## config.mk

```make
export PLATFORM = sky130hd
export DESIGN_NAME = img_byte_buffer
export DESIGN_NICKNAME = d
export VERILOG_FILES = /design/src/rtl/bnn_pkg.sv /design/src/rtl/img_byte_buffer.sv
export SDC_FILE = /design/constraint.sdc
export NUM_CORES = 2
export LEC_CHECK = 0
export ABC_CLOCK_PERIOD_IN_PS = 3200
export BUFFER_PORTS_ARGS = -buffer_cell sky130_fd_sc_hd__clkbuf_2
export CAP_MARGIN = 0
export CORE_AREA = 2 2 357 359
export CTS_CLUSTER_DIAMETER = 30
export DETAILED_ROUTE_END_ITERATION = 10
export DIE_AREA = 0 0 359 361
export PLACE_DENSITY_LB_ADDON = 0.12
export SETUP_SLACK_MARGIN = 0.3
export SYNTH_ARGS = -nofsm -noshare
export SYNTH_HDL_FRONTEND = slang
export SYNTH_SLANG_ARGS = --single-unit
```

## constraint.sdc

```tcl
create_clock -name clk -period 3.2 [get_ports clk]
set_input_delay 0.32 -clock clk [delete_from_list [all_inputs] [get_ports clk]]
set_output_delay 0.32 -clock clk [all_outputs]
set_load 0.005 [all_outputs]
```

## src/rtl/bnn_pkg.sv

```systemverilog
// bnn_pkg: image geometry and buffer FSM states shared by the byte buffer, BNN interface and controller.
package bnn_pkg;
    localparam int NUM_BYTES = 113;
    localparam int IMG_BITS = NUM_BYTES * 8;
    typedef enum logic [1:0] {IDLE, FILL, CHECK, FULL} buf_state_t;
endpackage

```

## src/rtl/img_byte_buffer.sv

```systemverilog
// img_byte_buffer: assembles a 113-byte image from a byte stream into a parallel register for the BNN.
// BUF_CHECKSUM_EN adds a trailing XOR checksum byte verified in the CHECK state.
module img_byte_buffer
    import bnn_pkg::*;
(
    input  logic                clk,
    input  logic                rst,
    input  logic [7:0]          rx_byte,
    input  logic                rx_valid,
    output logic                rx_ready,
    input  logic                buffer_clear,
    output logic [IMG_BITS-1:0] img_out,
    output logic                img_buffer_full,
    output logic [6:0]          byte_count,
    output logic                overflow,
    output logic                checksum_err
);
    buf_state_t state, state_n;
    logic accept, last;
    logic [9:0] pos;
    assign rx_ready = (state != FULL);
    assign img_buffer_full = (state == FULL);
    assign accept = rx_valid && rx_ready && !buffer_clear;
    assign last = (byte_count == 7'(NUM_BYTES - 1));
    assign pos = 10'(IMG_BITS - 8) - {byte_count, 3'b000};
`ifdef BUF_CHECKSUM_EN
    localparam buf_state_t DONE = CHECK;
    logic [7:0] acc;
    logic sum_ok;
    assign sum_ok = (rx_byte == acc);
    always_ff @(posedge clk) begin
        if (rst || buffer_clear) begin
            acc <= '0;
            checksum_err <= 1'b0;
        end else if (accept) begin
            acc <= (state == CHECK) ? 8'h00 : acc ^ rx_byte;
            if (state == CHECK && !sum_ok) checksum_err <= 1'b1;
        end
    end
`else
    localparam buf_state_t DONE = FULL;
    assign checksum_err = 1'b0;
`endif
    always_ff @(posedge clk) begin
        if (rst) state <= IDLE;
        else state <= state_n;
    end
    always_comb begin
        state_n = state;
        if (buffer_clear) state_n = IDLE;
        else if (accept)
            case (state)
                IDLE, FILL: state_n = last ? DONE : FILL;
`ifdef BUF_CHECKSUM_EN
                CHECK: state_n = sum_ok ? FULL : IDLE;
`endif
                default: state_n = state;
            endcase
    end
    always_ff @(posedge clk) begin
        if (rst) begin
            img_out <= '0;
            byte_count <= '0;
            overflow <= 1'b0;
        end else if (buffer_clear) begin
            byte_count <= '0;
            overflow <= 1'b0;
        end else begin
            if (rx_valid && state == FULL) overflow <= 1'b1;
            if (accept && state != CHECK) begin
                img_out[pos +: 8] <= rx_byte;
                byte_count <= byte_count + 7'(byte_count != 7'(NUM_BYTES));
            end
`ifdef BUF_CHECKSUM_EN
            if (accept && state == CHECK && !sum_ok) byte_count <= '0;
`endif
        end
    end
endmodule

```

==> flow_metrics.env <==
export IMPL_cts_buffers=236
export IMPL_wl_microns=176000
export IMPL_first_global_vias=32300
export IMPL_required_ps=3900
export IMPL_hold_viol_final=0
export IMPL_syn_cell_area_sq_um=35300
export IMPL_coreArea_sq_um=125000
export IMPL_synth_edff_count=0
export IMPL_pin_count=927
export IMPL_grt_start_max_net_pins=136
export IMPL_yosys_top_cells_area="dfxtp_1 (52%), mux2i_1 (14%), nor2_1 (6.4%)"
export IMPL_grt_use_total=0.260
export IMPL_ys_flop_type="dfxtp_1"
export IMPL_m1WireLength_microns=74000
export IMPL_synth_largest_area_cell="dfxtp_1"
export IMPL_initial_utilization=0.281
export IMPL_power_density_nw_per_um2=693
export IMPL_ys_async_sr_fraction=0
export IMPL_setup_viol=0
export IMPL_syn_inst=3815
export IMPL_grt_pass1_wl_microns=245000
export IMPL_antenna_found_initial=3
export IMPL_fillers=12400
export IMPL_fp_dieW_microns=359
export IMPL_die_area_sq_um=130000
export IMPL_power_mw=38.0
export IMPL_avgSynthCellArea_sq_um=9.25
export IMPL_dp_cells=6424
export IMPL_ant_nets=0
export IMPL_synthesis_nets=3834
export IMPL_status="completed"
export IMPL_arrival_ps=3680
export IMPL_area_growth_pct=55.5
export IMPL_cap_violations=0
export IMPL_crit_type="flip-flop to flip-flop"
export IMPL_rsz0062_at_grt="yes"
export IMPL_place_area_sq_um=44500
export IMPL_vdd_drop_max_v=0.000548
export IMPL_worstPathMaxFanout=8
export IMPL_end_kind="flip-flop"
export IMPL_cp_start_kind="flip-flop"
export IMPL_period_share=0.931
export IMPL_instances_no_fill=6973
export IMPL_routed_top_layer="met4"
export IMPL_vias=33700
export IMPL_htree_num_levels=4
export IMPL_io_buffers=925
export IMPL_yosys_warnings=0
export IMPL_dr_wl_met2_microns=86100
export IMPL_ys_types=87
export IMPL_clock_sinks=914
export IMPL_drt_wirelength_per_cell_microns=25.2
export IMPL_layout_drive_gt1_share=0.365
export IMPL_clock_root_buffer="clkbuf_16"
export IMPL_viasPerCell=4.84
export IMPL_drc=0
export IMPL_p_leak_nw=25.3
export IMPL_min_path_type="primary input to flip-flop"
export IMPL_period_minus_slack_ps=2980
export IMPL_worst_pin_slew_ps=922
export IMPL_drtIter0Drc=2228
export IMPL_place_gp_congestion=0.881
export IMPL_grt_overflow_total=0
export IMPL_seq_area_frac_synth=0.519
export IMPL_ys_seq_elements=914
export IMPL_fmaxAchievable_mhz=336
export IMPL_die_h_microns=361
export IMPL_dp_hpwl_microns=127000
export IMPL_slew_headroom=0.385
export IMPL_slew_viol_final=0
export IMPL_path_clk_slew_ps=40
export IMPL_synth_top_area_share=0.519
export IMPL_final_util=0.437
export IMPL_ctsLongestPathBuffers=3
export IMPL_cts_tree="built"
export IMPL_final_area_sq_um=54800
export IMPL_nNetsFinal=5143
export IMPL_rows=130
export IMPL_finClkSkew_ps=67.3
export IMPL_routed_wl_met3_microns=12000
export IMPL_fin_tns_setup_ps=0
export IMPL_drt_first_pass_iters=5
export IMPL_clk_insertion_delay_late_ps=870
## cells in the mapped netlist (12+ instances only)
cell / instances
dfxtp_1: 914
nor2_1: 606
mux2i_1: 500
nand2_1: 359
nand3_1: 307
o21ai_0: 212
clkbuf_1: 210
a21oi_1: 133
and2_1: 95
buf_2: 35
o21ai_1: 30
nand4_1: 28
o31ai_1: 26
a22o_1: 25
nand3b_1: 25
nor3_1: 20
o21ai_2: 19
and3_1: 18
buf_1: 16
or3_1: 15
inv_1: 14
nand2b_1: 13
or2_2: 12
## path summary, 6_finish.rpt
check                     start           end  slack (ps)  cells after the start
hold reg to reg    img_out[817]  img_out[817]         450                      2
setup reg to reg  byte_count[1]  img_out[713]         220                     11
setup / recovery  byte_count[1]  img_out[713]         220                     11
hold / removal       rx_byte[2]  img_out[434]          60                      3
## area by class of cell
cell class | count | area, sq um | share of cell area
Sequential cell | 914 | 18300 | 0.334
Multi-Input combinational cell | 2616 | 16900 | 0.307
Timing Repair Buffer | 1342 | 8870 | 0.162
Clock buffer | 316 | 6700 | 0.122
Tap cell | 1650 | 2060 | 0.0376
Clock inverter | 118 | 1980 | 0.0361
Inverter | 14 | 65.1 | 0.00119
Antenna cell | 3 | 7.51 | 0.000137
## timing repair
| item | 4_1_cts | 5_1_grt |
|---|---|---|
| hold buffers | 9 | 0 |
| pin swaps | 20 | 38 |
| endpoints found under the hold margin | 48 | 0 |
| setup endpoints to repair | 799 | 617 |
| setup buffers | 43 | 54 |
| cloned | 2 | 4 |
| resized for setup | 53 | 99 |
## stage by stage
stage / setup WS, ps / hold WS, ps
6_report: 220 / 58.7
5_1_grt: 153 / 36.4
4_1_cts: 230 / 7.69
3_5_place_dp: -96.9 / 444
3_3_place_gp: -69.7 / 437
2_1_floorplan: 145 / 441
## cells by family after synthesis
logic type | share of synthesized area
compound gates | 0.0947
xor+xnor | 0.00447
fa+ha+maj | 0.00248
buf+inv | 0.0327
flops | 0.519
mux | 0.142
other cells | 0.000106
simple gates | 0.205
## flip-flops by register name, summed over array words and instances (netlist names)
| name | count |
|---|---|
| byte_count | 7 |
| overflow | 1 |
| state | 2 |
| img_out | 904 |
## power breakdown
part | internal, mW | leakage [nW] | switching, mW
Combinational | 0.284 | 13.7 | 0.779
Clock | 18.0 | 4.21 | 7.52
Sequential | 11.4 | 7.36 | 0.00585
Total | 29.7 | 25.3 | 8.30
## metal layers
| layer | up-vias | track usage |
|---|---|---|
| met2 | 1104 | 0.444 |
| met1 | 16500 | 0.318 |
| met4 | 0 | 0.0707 |
| li1 | 15900 | - |
| met3 | 202 | 0.0754 |
| met5 | - | 0 |
## critical path, cell delays in order (launching register included)
cell and delay (ps):
dfxtp_4 350, buf_6 120, o41ai_4 340, buf_4 190
xnor2_4 140, o211ai_2 150, or4_4 610, buf_6 190
a211oi_4 310, buf_12 190, mux2i_1 190, nor2_1 60
## cells in the final DEF (no fill, tap or decap), types with 13 or more instances in the layout
master      Yosys  final
nand3_1       307    290
dfxtp_1       914    910
o31ai_1        26     23
clkinvlp_4      0     16
nand4_1        28     28
buf_12          0     64
nor2_1        606    590
clkbuf_8        0     49
and3_1         18     14
o21ai_1        30     26
and2_1         95     97
buf_6           1     46
a22o_1         25     24
nand2_1       359    353
or3_1          15     15
o21ai_2        19     20
o21ai_0       212    206
nand2b_1       13     13
bufinv_16       0     43
clkbuf_2        1    916
nand3b_1       25     25
clkinv_2        0     38
a21oi_1       133    126
mux2i_1       500    497
clkbuf_1      210     31
clkbuf_16       0    239
buf_4           8    298
Power figures use the tool's default switching activity.
